$ cat src/rtl/gpu_stencil_pkg.sv
// Shared widths, the span request record and the stencil word address packing
// used by the stencil requester.
package gpu_stencil_pkg;

    localparam int X_W    = 6;
    localparam int Y_W    = 9;
    localparam int ADDR_W = Y_W + X_W;
    localparam int SPAN_W = 16;

    typedef struct packed {
        logic [X_W-1:0]    x;
        logic [Y_W-1:0]    y;
        logic [SPAN_W-1:0] pix;
        logic [SPAN_W-1:0] bits;
        logic              check;
        logic              frc;
    } span_req_t;

    function automatic logic [ADDR_W-1:0] pack_addr(input logic [Y_W-1:0] y,
                                                    input logic [X_W-1:0] x);
        return {y, x};
    endfunction

endpackage

$ cat src/rtl/gpu_stencil_requester.sv
// Stencil cache initiator: reads the stencil word for a 16-pixel span, applies
// mask-check / mask-set and issues the masked write-back in request order.
module gpu_stencil_requester
    import gpu_stencil_pkg::*;
(
    input  logic              clk_i,
    input  logic              rst_i,
    input  logic              req_valid_i,
    output logic              req_ready_o,
    input  logic [X_W-1:0]    req_x_i,
    input  logic [Y_W-1:0]    req_y_i,
    input  logic [SPAN_W-1:0] req_pix_i,
    input  logic [SPAN_W-1:0] req_bits_i,
    input  logic              req_check_i,
    input  logic              req_force_i,
    output logic              res_valid_o,
    input  logic              res_ready_i,
    output logic [SPAN_W-1:0] res_wmask_o,
    output logic              stencil_rd_req_o,
    output logic [ADDR_W-1:0] stencil_rd_addr_o,
    input  logic [SPAN_W-1:0] stencil_rd_value_i,
    output logic              stencil_wr_req_o,
    output logic [ADDR_W-1:0] stencil_wr_addr_o,
    output logic [SPAN_W-1:0] stencil_wr_mask_o,
    output logic [SPAN_W-1:0] stencil_wr_value_o,
    input  logic              stencil_error_i,
    output logic              error_o
);

    logic              s1_valid_q, s1_valid_d;
    span_req_t         s1_req_q;
    logic              s2_valid_q, s2_valid_d;
    span_req_t         s2_req_q;
    logic [SPAN_W-1:0] s2_stencil_q;
    logic              wr_last_q;
    logic [ADDR_W-1:0] wr_addr_q;
    logic              error_q, error_d;

    span_req_t         in_req;
    logic [ADDR_W-1:0] in_addr, s2_addr;
    logic [SPAN_W-1:0] blk, wmask, wr_value;
    logic              needwr, s2_stall, res_valid, fire, wr_fire, hazard, ready, acc, guard;

    always_comb begin
        in_req.x     = req_x_i;
        in_req.y     = req_y_i;
        in_req.pix   = req_pix_i;
        in_req.bits  = req_bits_i;
        in_req.check = req_check_i;
        in_req.frc   = req_force_i;
    end

    assign in_addr  = pack_addr(req_y_i, req_x_i);
    assign s2_addr  = pack_addr(s2_req_q.y, s2_req_q.x);

    assign blk      = s2_req_q.pix & s2_stencil_q & {SPAN_W{s2_req_q.check}};
    assign wmask    = s2_req_q.pix & ~blk;
    assign needwr   = |wmask;
    assign wr_value = s2_req_q.bits | {SPAN_W{s2_req_q.frc}};

    // A write must never follow a write on the very next cycle; the result waits instead.
    assign s2_stall  = needwr & wr_last_q;
    assign res_valid = s2_valid_q & ~s2_stall & ~rst_i;
    assign fire      = res_valid & res_ready_i;
    assign wr_fire   = fire & needwr;
    assign guard     = s2_valid_q & res_ready_i & s2_stall;

    // Block a read of a word whose write is issuing now or landed last cycle.
    assign hazard = (wr_fire & (s2_addr == in_addr)) | (wr_last_q & (wr_addr_q == in_addr));
    assign ready  = ~rst_i & ~s1_valid_q & (~s2_valid_q | fire) & ~hazard;
    assign acc    = req_valid_i & ready;

    always_comb begin
        s1_valid_d = acc;
        s2_valid_d = s2_valid_q;
        if (s1_valid_q) begin
            s2_valid_d = 1'b1;
        end else if (fire) begin
            s2_valid_d = 1'b0;
        end
        error_d = error_q | stencil_error_i | guard;
    end

    always_ff @(posedge clk_i) begin
        if (rst_i) begin
            s1_valid_q <= 1'b0;
            s2_valid_q <= 1'b0;
            wr_last_q  <= 1'b0;
            error_q    <= 1'b0;
        end else begin
            s1_valid_q <= s1_valid_d;
            s2_valid_q <= s2_valid_d;
            wr_last_q  <= wr_fire;
            error_q    <= error_d;
        end
    end

    always_ff @(posedge clk_i) begin
        if (acc) begin
            s1_req_q <= in_req;
        end
        if (s1_valid_q) begin
            s2_req_q     <= s1_req_q;
            s2_stencil_q <= stencil_rd_value_i;
        end
        if (wr_fire) begin
            wr_addr_q <= s2_addr;
        end
    end

    assign req_ready_o        = ready;
    assign res_valid_o        = res_valid;
    assign res_wmask_o        = wmask;
    assign stencil_rd_req_o   = acc;
    assign stencil_rd_addr_o  = in_addr;
    assign stencil_wr_req_o   = wr_fire;
    assign stencil_wr_addr_o  = s2_addr;
    assign stencil_wr_mask_o  = wmask;
    assign stencil_wr_value_o = wr_value;
    assign error_o            = error_q;

endmodule
$ cat config.mk
export PLATFORM = sky130hd
export DESIGN_NAME = gpu_stencil_requester
export DESIGN_NICKNAME = d
export VERILOG_FILES = /design/src/rtl/gpu_stencil_pkg.sv /design/src/rtl/gpu_stencil_requester.sv
export SDC_FILE = /design/constraint.sdc
export NUM_CORES = 1
export LEC_CHECK = 0
export ABC_AREA = 1
export ABC_CLOCK_PERIOD_IN_PS = 8350
export CAP_MARGIN = 20
export CORE_MARGIN = 2
export CORE_UTILIZATION = 49
export CTS_BUF_LIST = sky130_fd_sc_hd__clkbuf_4
export DETAILED_ROUTE_END_ITERATION = 7
export PLACE_DENSITY = 0.8
export SETUP_SLACK_MARGIN = 0.1
export SYNTH_ARGS = -nofsm -noshare
export SYNTH_HDL_FRONTEND = slang
export SYNTH_SLANG_ARGS = --single-unit
$ cat constraint.sdc
create_clock -name clk_i -period 8.35 [get_ports clk_i]
set_input_delay 2.505 -clock clk_i [delete_from_list [all_inputs] [get_ports clk_i]]
set_output_delay 2.505 -clock clk_i [all_outputs]
set_load 0.05 [all_outputs]
==> results.cfg <==
[status]
status = finished, final reports clean

[finish]
seq_area_sq_um = 3960
nets = 552
diodes = 0
multi_input_area_sq_um = 733
synthToLayoutAreaGrowth_pct = 30.1
drive_above_1_share_pct = 13.6
fillers = 740

[setup_path]
arrival_ns = 4.77
cp-end-kind = output port
crit_type = in -> out
worstPathRequired_ns = 5.85
critPathMaxFanout = 4
cp-start-kind = input pin

[timing]
relSlewSlack_pct = 45.1
hold_viol = 0
tns_ns = 0
setup_violations = 0
min_period_ns = 7.28
worstMarginPinSlew_ns = 0.824
fin_crit_sh_pct = 87.1
report.final.slew_viol_count = 0
skew_ns = 0.0137
max_freq_mhz = 137
rsz0062_at_grt = no

[floorplan]
num_rows = 37
fp.coreArea_sq_um = 10300
die_w_um = 107
start_util_pct = 50.6
io_pins = 153
design.die.area_sq_um = 11500
fp.dieH_um = 107

[cts]
htree_num_levels = 4
hold_buffers = 0
clk_pin_slew_worst_paths_ns = 0.10
cts_tree = built
root_buffer = clkbuf_4
ctsResizeCount = 0
cts_buffer_depth = 2
clk_latency_ns = 0.51
cts_setup_buffers = 0
cts_sinks = 133
numCtsBuffers = 17

[synth]
yosysWarnings = 0
synth_sequential_area_ratio_pct = 75.7
synth.avg_cell_area_sq_um = 14.6
netlist_area_sq_um = 5220
synthCells = 358
ys_seq_elements = 133
syn_nets = 428
ys_types = 21

[placement]
gp_congestion = 0.747
io_buffers = 152
hpwl_um = 6620

[power_and_ir_drop]
leakage_nw = 2.51
ir_drop_v = 0.000122
cellPowerDensity_nw_per_um2 = 196
power.total_w = 0.00133

[detailed_routing]
drtIter0Drc = 107
routed_wl_um = 9390
vias = 2925
via_per_inst = 4.64
dr.pass1.iters = 4
ant_nets = 0
drc = 0
wl_per_cell_um = 14.9

[global_route]
grt_pass1_wl_um = 14400
grt_use_total_pct = 17.2
grt_overflow = 0
antenna_found_initial = 0
grt_pass1_vias = 3014
grt_max_degree = 67

[min_path]
hold_path_class = reg -> reg

[run]
timing.max_cap.violations = 0
[layer usage]
layer,vias up,wire (um),GRT usage (%),part of all wire [%]
li1,1418,-,-,-
met2,118,4790,29.7,51
met4,0,106,6.59,1.1
met3,8,735,7.05,7.8
met1,1381,3760,18.9,40
met5,-,0,0,0
[cell families after synthesis]
kind of cell	synth area share, %
buffers and inverters	10.4
DFF	75.7
AOI/OAI and AO/OA	1.25
xor gates and xnor gates	3.19
and+or+nand+nor	9.47
[critical path: stages]
cell and delay [ns]:
clkdlybuf4s50_1 0.57, inv_1 0.09, o22ai_1 0.16, nor2_1 0.06
nand3_1 0.06, nor2_1 0.05, a21oi_1 0.18, nand3_2 0.14
nor2_4 0.13, clkdlybuf4s50_1 0.81
[synthesized netlist by cell type]
cell type | number | area (sq um)
edfxtp_1 | 129 | 3870
buf_4 | 46 | 345
nand2_1 | 43 | 161
inv_1 | 42 | 158
or2_2 | 17 | 106
nor2_1 | 15 | 56.3
nand2_2 | 14 | 87.6
xnor2_1 | 11 | 96.3
xor2_1 | 8 | 70.1
nand4_1 | 6 | 37.5
a21oi_1 | 5 | 25.0
dfxtp_1 | 4 | 80.1
o22ai_1 | 4 | 25.0
nand3_1 | 3 | 15.0
o21ai_0 | 3 | 15.0
nand3_2 | 2 | 20.0
nor3_1 | 2 | 10.0
buf_12 | 1 | 20.0
buf_6 | 1 | 11.3
clkbuf_1 | 1 | 3.75
inv_2 | 1 | 3.75
[through the flow]
step           std cells  hold WS, ns  util, %  area [sq um]  setup slack (ns)
6_report             630        0.425     65.8          6790              1.07
5_1_grt              630        0.432     65.8          6790             0.918
4_1_cts              630        0.428     65.8          6790              1.09
3_5_place_dp         599        0.405     63.5          6560              1.09
3_3_place_gp         599        0.401     63.5          6560              1.16
2_1_floorplan        358        0.400        -          5220             0.103
[area by class of cell]
type	count	area share, %
Clock inverter	11	1.29
Timing Repair Buffer	154	22.6
Multi-Input combinational cell	133	10.8
Sequential cell	133	58.2
Inverter	43	2.38
Tap cell	136	2.50
Clock buffer	20	2.21
[report_power, final]
group	total [W]	internal [W]	switching, W
clock	0.000366	0.000151	0.000215
sequential	0.000776	0.000764	0.0000114
combinational	0.000188	0.0000727	0.000115
total	0.00133	0.000988	0.000342
[sequential cells by signal, indices dropped and copies added, names as in the netlist, 15 cells and up]
name / cells
s2_stencil_q: 16
wr_addr_q: 15
s2_req_q: 34
stencil_wr_addr_o: 15
s1_req_q: 49
[cells in the final DEF, fill, tap and decap left out, types with 3 or more instances in the layout]
cell type        count
xor2_1               8
nand2_2             14
nand2_1             43
nor2_1              14
o22ai_1              4
xnor2_1             11
a21oi_1              5
nand4_1              6
clkinv_2             4
clkbuf_4            20
o21ai_0              3
edfxtp_1           129
inv_1               42
dfxtp_1              3
or2_2               17
nand3_1              3
clkinvlp_4           4
clkdlybuf4s50_1    152
[final timing paths]
path               start                to  slack, ns  cells past startpoint
max reg2reg  s2_req_q[1]      s1_req_q[32]       5.36                     13
min reg2reg  s1_req_q[4]       s2_req_q[4]       0.43                      0
max           req_x_i[1]  stencil_rd_req_o       1.07                     10
min          s1_req_q[4]       s2_req_q[4]       0.43                      0
Power figures use the tool's default switching activity.
